--- src/rtl/star_pkg.sv ---
// Shared types and constants for the star-collection block.
package star_pkg;

    typedef enum logic [1:0] {
        ST_IDLE  = 2'd0,
        ST_POWER = 2'd1,
        ST_WARN  = 2'd2
    } star_state_e;

    localparam int         DEF_POWER_FRAMES = 300;
    localparam int         DEF_WARN_FRAMES  = 60;
    localparam logic [6:0] SCORE_MAX        = 7'd99;

    function automatic logic [2:0] popcount4(input logic [3:0] v);
        return {2'b00, v[0]} + {2'b00, v[1]} + {2'b00, v[2]} + {2'b00, v[3]};
    endfunction

endpackage

--- src/rtl/star_bcd.sv ---
// Combinational binary-to-BCD for a 0..99 total; larger inputs clamp to 99.
module star_bcd
    import star_pkg::*;
(
    input  logic [6:0] bin,
    output logic [3:0] tens,
    output logic [3:0] ones
);

    logic [6:0] clamp_s;
    logic [6:0] tens_full_s;
    logic [6:0] ones_full_s;

    // Clamp and split into decimal digits.
    always_comb begin
        clamp_s     = (bin > SCORE_MAX) ? SCORE_MAX : bin;
        tens_full_s = clamp_s / 7'd10;
        ones_full_s = clamp_s % 7'd10;
        tens        = tens_full_s[3:0];
        ones        = ones_full_s[3:0];
    end

endmodule

--- src/rtl/star_collect.sv ---
// Star pickup scoring, star-power timer with end-of-power blink, and pickup
// sound handshake.
module star_collect
    import star_pkg::*;
#(
    parameter int POWER_FRAMES = DEF_POWER_FRAMES,
    parameter int WARN_FRAMES  = DEF_WARN_FRAMES,
    parameter int BLINK_BIT    = 2
) (
    input  logic       sys_clk,
    input  logic       RST,
    input  logic [3:0] touch_star,
    input  logic       frame_tick,
    input  logic       game_over,
    input  logic       snd_ack,
    output logic [3:0] score_tens,
    output logic [3:0] score_ones,
    output logic       invincible,
    output logic       char_visible,
    output logic       snd_req
);

    localparam logic [9:0] POWER_LOAD = 10'(POWER_FRAMES);
    localparam logic [9:0] WARN_LOAD  = 10'(WARN_FRAMES);

    star_state_e state_r, state_next_s;
    logic [9:0]  timer_r, timer_next_s, timer_dec_s;
    logic [6:0]  total_r, total_next_s, total_sum_s;
    logic        touch_any_s;
    logic        snd_req_next_s;
    logic [3:0]  tens_s, ones_s;
    logic        invincible_r, char_visible_r, snd_req_r;
    logic [3:0]  score_tens_r, score_ones_r;

    // Score accumulation with saturation; frozen while game_over.
    always_comb begin
        touch_any_s = (|touch_star) & ~game_over;
        total_sum_s = total_r + {4'b0000, popcount4(touch_star)};
        if (game_over) begin
            total_next_s = total_r;
        end else if (total_sum_s > SCORE_MAX) begin
            total_next_s = SCORE_MAX;
        end else begin
            total_next_s = total_sum_s;
        end
    end

    // Converting the next total lets the score registers land one cycle after the touch.
    star_bcd u_bcd (
        .bin  (total_next_s),
        .tens (tens_s),
        .ones (ones_s)
    );

    // Power FSM next-state and timer; a touch reload beats a same-cycle frame tick.
    always_comb begin
        state_next_s = state_r;
        timer_next_s = timer_r;
        timer_dec_s  = timer_r - 10'd1;
        if (game_over) begin
            state_next_s = ST_IDLE;
            timer_next_s = 10'd0;
        end else if (touch_any_s) begin
            state_next_s = ST_POWER;
            timer_next_s = POWER_LOAD;
        end else begin
            case (state_r)
                ST_IDLE: begin
                    state_next_s = ST_IDLE;
                end
                ST_POWER: begin
                    if (frame_tick) begin
                        timer_next_s = timer_dec_s;
                        if (timer_dec_s == WARN_LOAD) begin
                            state_next_s = ST_WARN;
                        end else begin
                            state_next_s = ST_POWER;
                        end
                    end else begin
                        state_next_s = ST_POWER;
                    end
                end
                ST_WARN: begin
                    if (frame_tick) begin
                        timer_next_s = timer_dec_s;
                        if (timer_dec_s == 10'd0) begin
                            state_next_s = ST_IDLE;
                        end else begin
                            state_next_s = ST_WARN;
                        end
                    end else begin
                        state_next_s = ST_WARN;
                    end
                end
                default: begin
                    state_next_s = ST_IDLE;
                    timer_next_s = 10'd0;
                end
            endcase
        end
    end

    // Sound request: new touches set it, ack clears it unless a touch arrives alongside.
    always_comb begin
        if (touch_any_s) begin
            snd_req_next_s = 1'b1;
        end else if (snd_req_r && snd_ack) begin
            snd_req_next_s = 1'b0;
        end else begin
            snd_req_next_s = snd_req_r;
        end
    end

    // State, counters and registered outputs.
    always_ff @(posedge sys_clk) begin
        if (RST) begin
            state_r        <= ST_IDLE;
            timer_r        <= 10'd0;
            total_r        <= 7'd0;
            score_tens_r   <= 4'd0;
            score_ones_r   <= 4'd0;
            invincible_r   <= 1'b0;
            char_visible_r <= 1'b1;
            snd_req_r      <= 1'b0;
        end else begin
            state_r        <= state_next_s;
            timer_r        <= timer_next_s;
            total_r        <= total_next_s;
            score_tens_r   <= tens_s;
            score_ones_r   <= ones_s;
            invincible_r   <= (state_next_s != ST_IDLE);
            char_visible_r <= (state_next_s == ST_WARN) ? ~timer_next_s[BLINK_BIT] : 1'b1;
            snd_req_r      <= snd_req_next_s;
        end
    end

    assign score_tens   = score_tens_r;
    assign score_ones   = score_ones_r;
    assign invincible   = invincible_r;
    assign char_visible = char_visible_r;
    assign snd_req      = snd_req_r;

endmodule
--- config.mk ---
export PLATFORM = sky130hd
export DESIGN_NAME = star_collect
export DESIGN_NICKNAME = d
export VERILOG_FILES = /design/src/rtl/star_pkg.sv /design/src/rtl/star_bcd.sv /design/src/rtl/star_collect.sv
export SDC_FILE = /design/constraint.sdc
export NUM_CORES = 1
export LEC_CHECK = 0
export BUFFER_PORTS_ARGS = -buffer_cell sky130_fd_sc_hd__buf_4
export CORE_ASPECT_RATIO = 0.6
export CORE_MARGIN = 2
export CORE_UTILIZATION = 40
export CTS_CLUSTER_SIZE = 8
export DETAILED_ROUTE_END_ITERATION = 8
export PLACE_DENSITY = 0.65
export SYNTH_ARGS = -nofsm -noshare
export SYNTH_HDL_FRONTEND = slang
export SYNTH_HIERARCHICAL = 1
export SYNTH_SLANG_ARGS = --single-unit
--- constraint.sdc ---
create_clock -name sys_clk -period 16.5 [get_ports sys_clk]
set_clock_uncertainty 0.2 [all_clocks]
set_input_delay 0.825 -clock sys_clk [delete_from_list [all_inputs] [get_ports sys_clk]]
set_output_delay 0.825 -clock sys_clk [all_outputs]
set_load 0.02 [all_outputs]
==> impl_results.md <==
- First-pass GRT wire length: 10400 um
- # nets final: 352
- Vias: 2290
- Pre-antenna DRT Iters: 4
- Max_slew headroom: 36.1%
- Leak pwr: 1.11 nW
- Layout cells sized above 1: 14.8%
- IO Port Bufs: 19
- Syn Area/Cell: 7.82 sq um
- Final worst slack: 10040 ps
- Synth warn: 6
- Setup WS pre-CTS: 9810 ps
- Seq cells post-synth: 30
- Critical setup path kind: in2reg
- Worst hold margin: 298 ps
- Total Routing Usage GR: 19.1%
- Final max-slew violation count: 0
- Register area share after synthesis: 24.5%
- Layout area overhead: 12.4%
- Pin count of the biggest net entering global routing: 22
- GP Congestion: 0.986
- Min Tclk post-route: 6460 ps
- Asr flop ratio synth: 0%
- Top-area cell type share of the netlist area: 24.5%
- Leading area contributor after synthesis: dfxtp_1
- Final hold violations: 0
- Post-Syn Area: 0.00246 sq mm
- Top cells by area, synth: dfxtp_1 24%, nor2_1 5.7%, ha_1 5.6%, inv_1 3.7%, a21oi_1 3.5%
- DR vias/cell: 5.53
- TNS Setup: 0 ps
- Overflow left after global routing: 0
- Die X: 105 um
- DP HPWL: 4630 um
- Routed len/inst: 14.5 um
- Num CTS Buffers: 5
- Syn Nets: 337
- Vias in the first global route: 2091
- Final setup violation count: 0
- WP data required: 16510 ps
- Die Y: 64.7 um
- Critical Path AT: 6470 ps
- CTS tree: yes
- I/O Pins: 20
- Initial DRC count: 203
- Max-Cap Viols: 0
- Register Area: 601 sq um
- Core ar.: 0.00603 sq mm
- PD cells: 76.6 mW/mm^2
- Fmax: 155 MHz
- Initial antenna violation count: 0
- Worst Tran Pin Value: 945 ps
- Clock-pin slew on the worst setup and hold paths: 80 ps
- Post-synth top cells: 37 x nor2_1, 30 x dfxtp_1, 24 x inv_1
- Ys flop type: dfxtp_1
- Total power: 0.000211 W
- Clk buf depth: 2
- Setup bufs post-CTS: 0
- Unrepaired setup endpoints after global routing: false
- Final wirelength: 6010 um
- Clock Latency Late Sink: 290 ps
- Max VDD drop: 0.0353 mV
- CP Max Fanout: 13
- Final period utilization: 39.1%
- Die area: 0.00680 sq mm
- Multi-input gate area: 0.00169 sq mm
- Final Cell Area: 0.00276 sq mm
- DRC viols: 0
- Crit path capture type: flop
- Status: finished clean
- Cts repair resizes: 0
- Ant. Diodes: 0
- CTS sink cnt: 30
- Root Buffer Master: clkbuf_8
- Count leader, synth: nor2_1
- Rows: 22
- Antenna viol nets, final: 0
- Initial core utilization: 40.7%
- CP Launch Type: input port
- Layout fillers: 597
- H-Tree Level Count: 2
- Synthesized instance count: 314
- Hold Buf Count CTS: 0
- Min-delay worst type: reg2reg
- Placed inst area: 0.00265 sq mm
- Count of cell types in the netlist: 70
- Post-synth EDFFs: 0
-- final timing paths --
check	from	end	slack [ps]	cells after the start
max	touch_star[0]	score_ones[1]	10040	28
max reg2reg	total_r[0]	score_ones[1]	10860	26
min	snd_req	snd_req	300	2
min reg2reg	snd_req	snd_req	300	2
-- sequential cells by signal, indices dropped and copies added (netlist names) --
signal	cells
score_ones	4
invincible	1
timer_r	10
snd_req	1
char_visible	1
total_r	7
state_r	2
score_tens	4
-- metrics by stage --
stage,instances,utilization (%)
floorplan,314,-
global placement,406,44.0
detailed placement,406,44.0
CTS,414,45.8
global route,414,45.8
finish,414,45.8
-- cell families after synthesis --
group                    count (synthesis)  share of synthesized area [%]
AND/OR/NAND/NOR                        138                           31.7
buffers and inverters                   38                           6.67
XOR/XNOR                                 5                           1.78
AO/OA/AOI/OAI                           85                           25.5
flip-flops                              30                           24.5
multiplexers                             4                           1.83
adder cells (fa/ha/maj)                 14                           8.05
-- per-layer routing --
layer	routed length (um)	vias up	GRT usage, %
li1	-	1160	-
met1	3200	1060	29.4
met2	2260	65	25.7
met3	508	5	5.43
met4	40	0	3.67
met5	0	-	0
-- power breakdown --
group	total [W]	internal [W]	leakage (nW)	switching, W
logic	0.0000561	0.0000233	0.805	0.0000329
clock network	0.0000756	0.0000444	0.0579	0.0000311
registers	0.0000797	0.0000761	0.245	0.00000361
total	0.000211	0.000144	1.11	0.0000676
-- area by class of cell --
class                      count  share of cell area, %
multi-input combinational    246                   61.3
timing repair buffer          22                   5.98
clock inverter                 3                   1.45
tap                           84                   3.81
clock buffer                   5                   2.49
sequential                    30                   21.7
inverter                      24                   3.26
-- worst max-delay path: stages --
cell and delay [ps]:
buf_4 120, fa_1 520, inv_1 50, fa_1 380, nand2b_1 190, a211oi_1 480, o21ai_0 140, a22oi_1 160
inv_1 70, a21oi_1 140, buf_4 200, inv_1 100, a21oi_1 120, ha_1 440, nand3_1 130, o21a_1 110
o21ai_0 140, ha_1 300, nor2b_1 150, o31ai_1 280, o221ai_2 230, nor3_1 240, nor3_1 100, ha_1 250
o41a_1 140, o21ai_2 150, xnor2_1 120, nor2b_1 160
-- cells in the final DEF, fill, tap and decap left out, types with 5 or more instances in the layout --
cell,Yosys,routed
a211oi_1,5,5
a21o_1,5,5
a21oi_1,17,17
a31oi_1,5,5
and2_1,6,6
buf_4,1,22
clkbuf_8,0,5
dfxtp_1,30,30
ha_1,11,11
inv_1,24,24
nand2_1,18,18
nand2b_1,9,9
nand3_1,9,9
nor2_1,37,37
nor2b_1,13,13
nor3_1,12,12
o21ai_0,12,12
o21bai_1,5,5
Power figures use the tool's default switching activity.
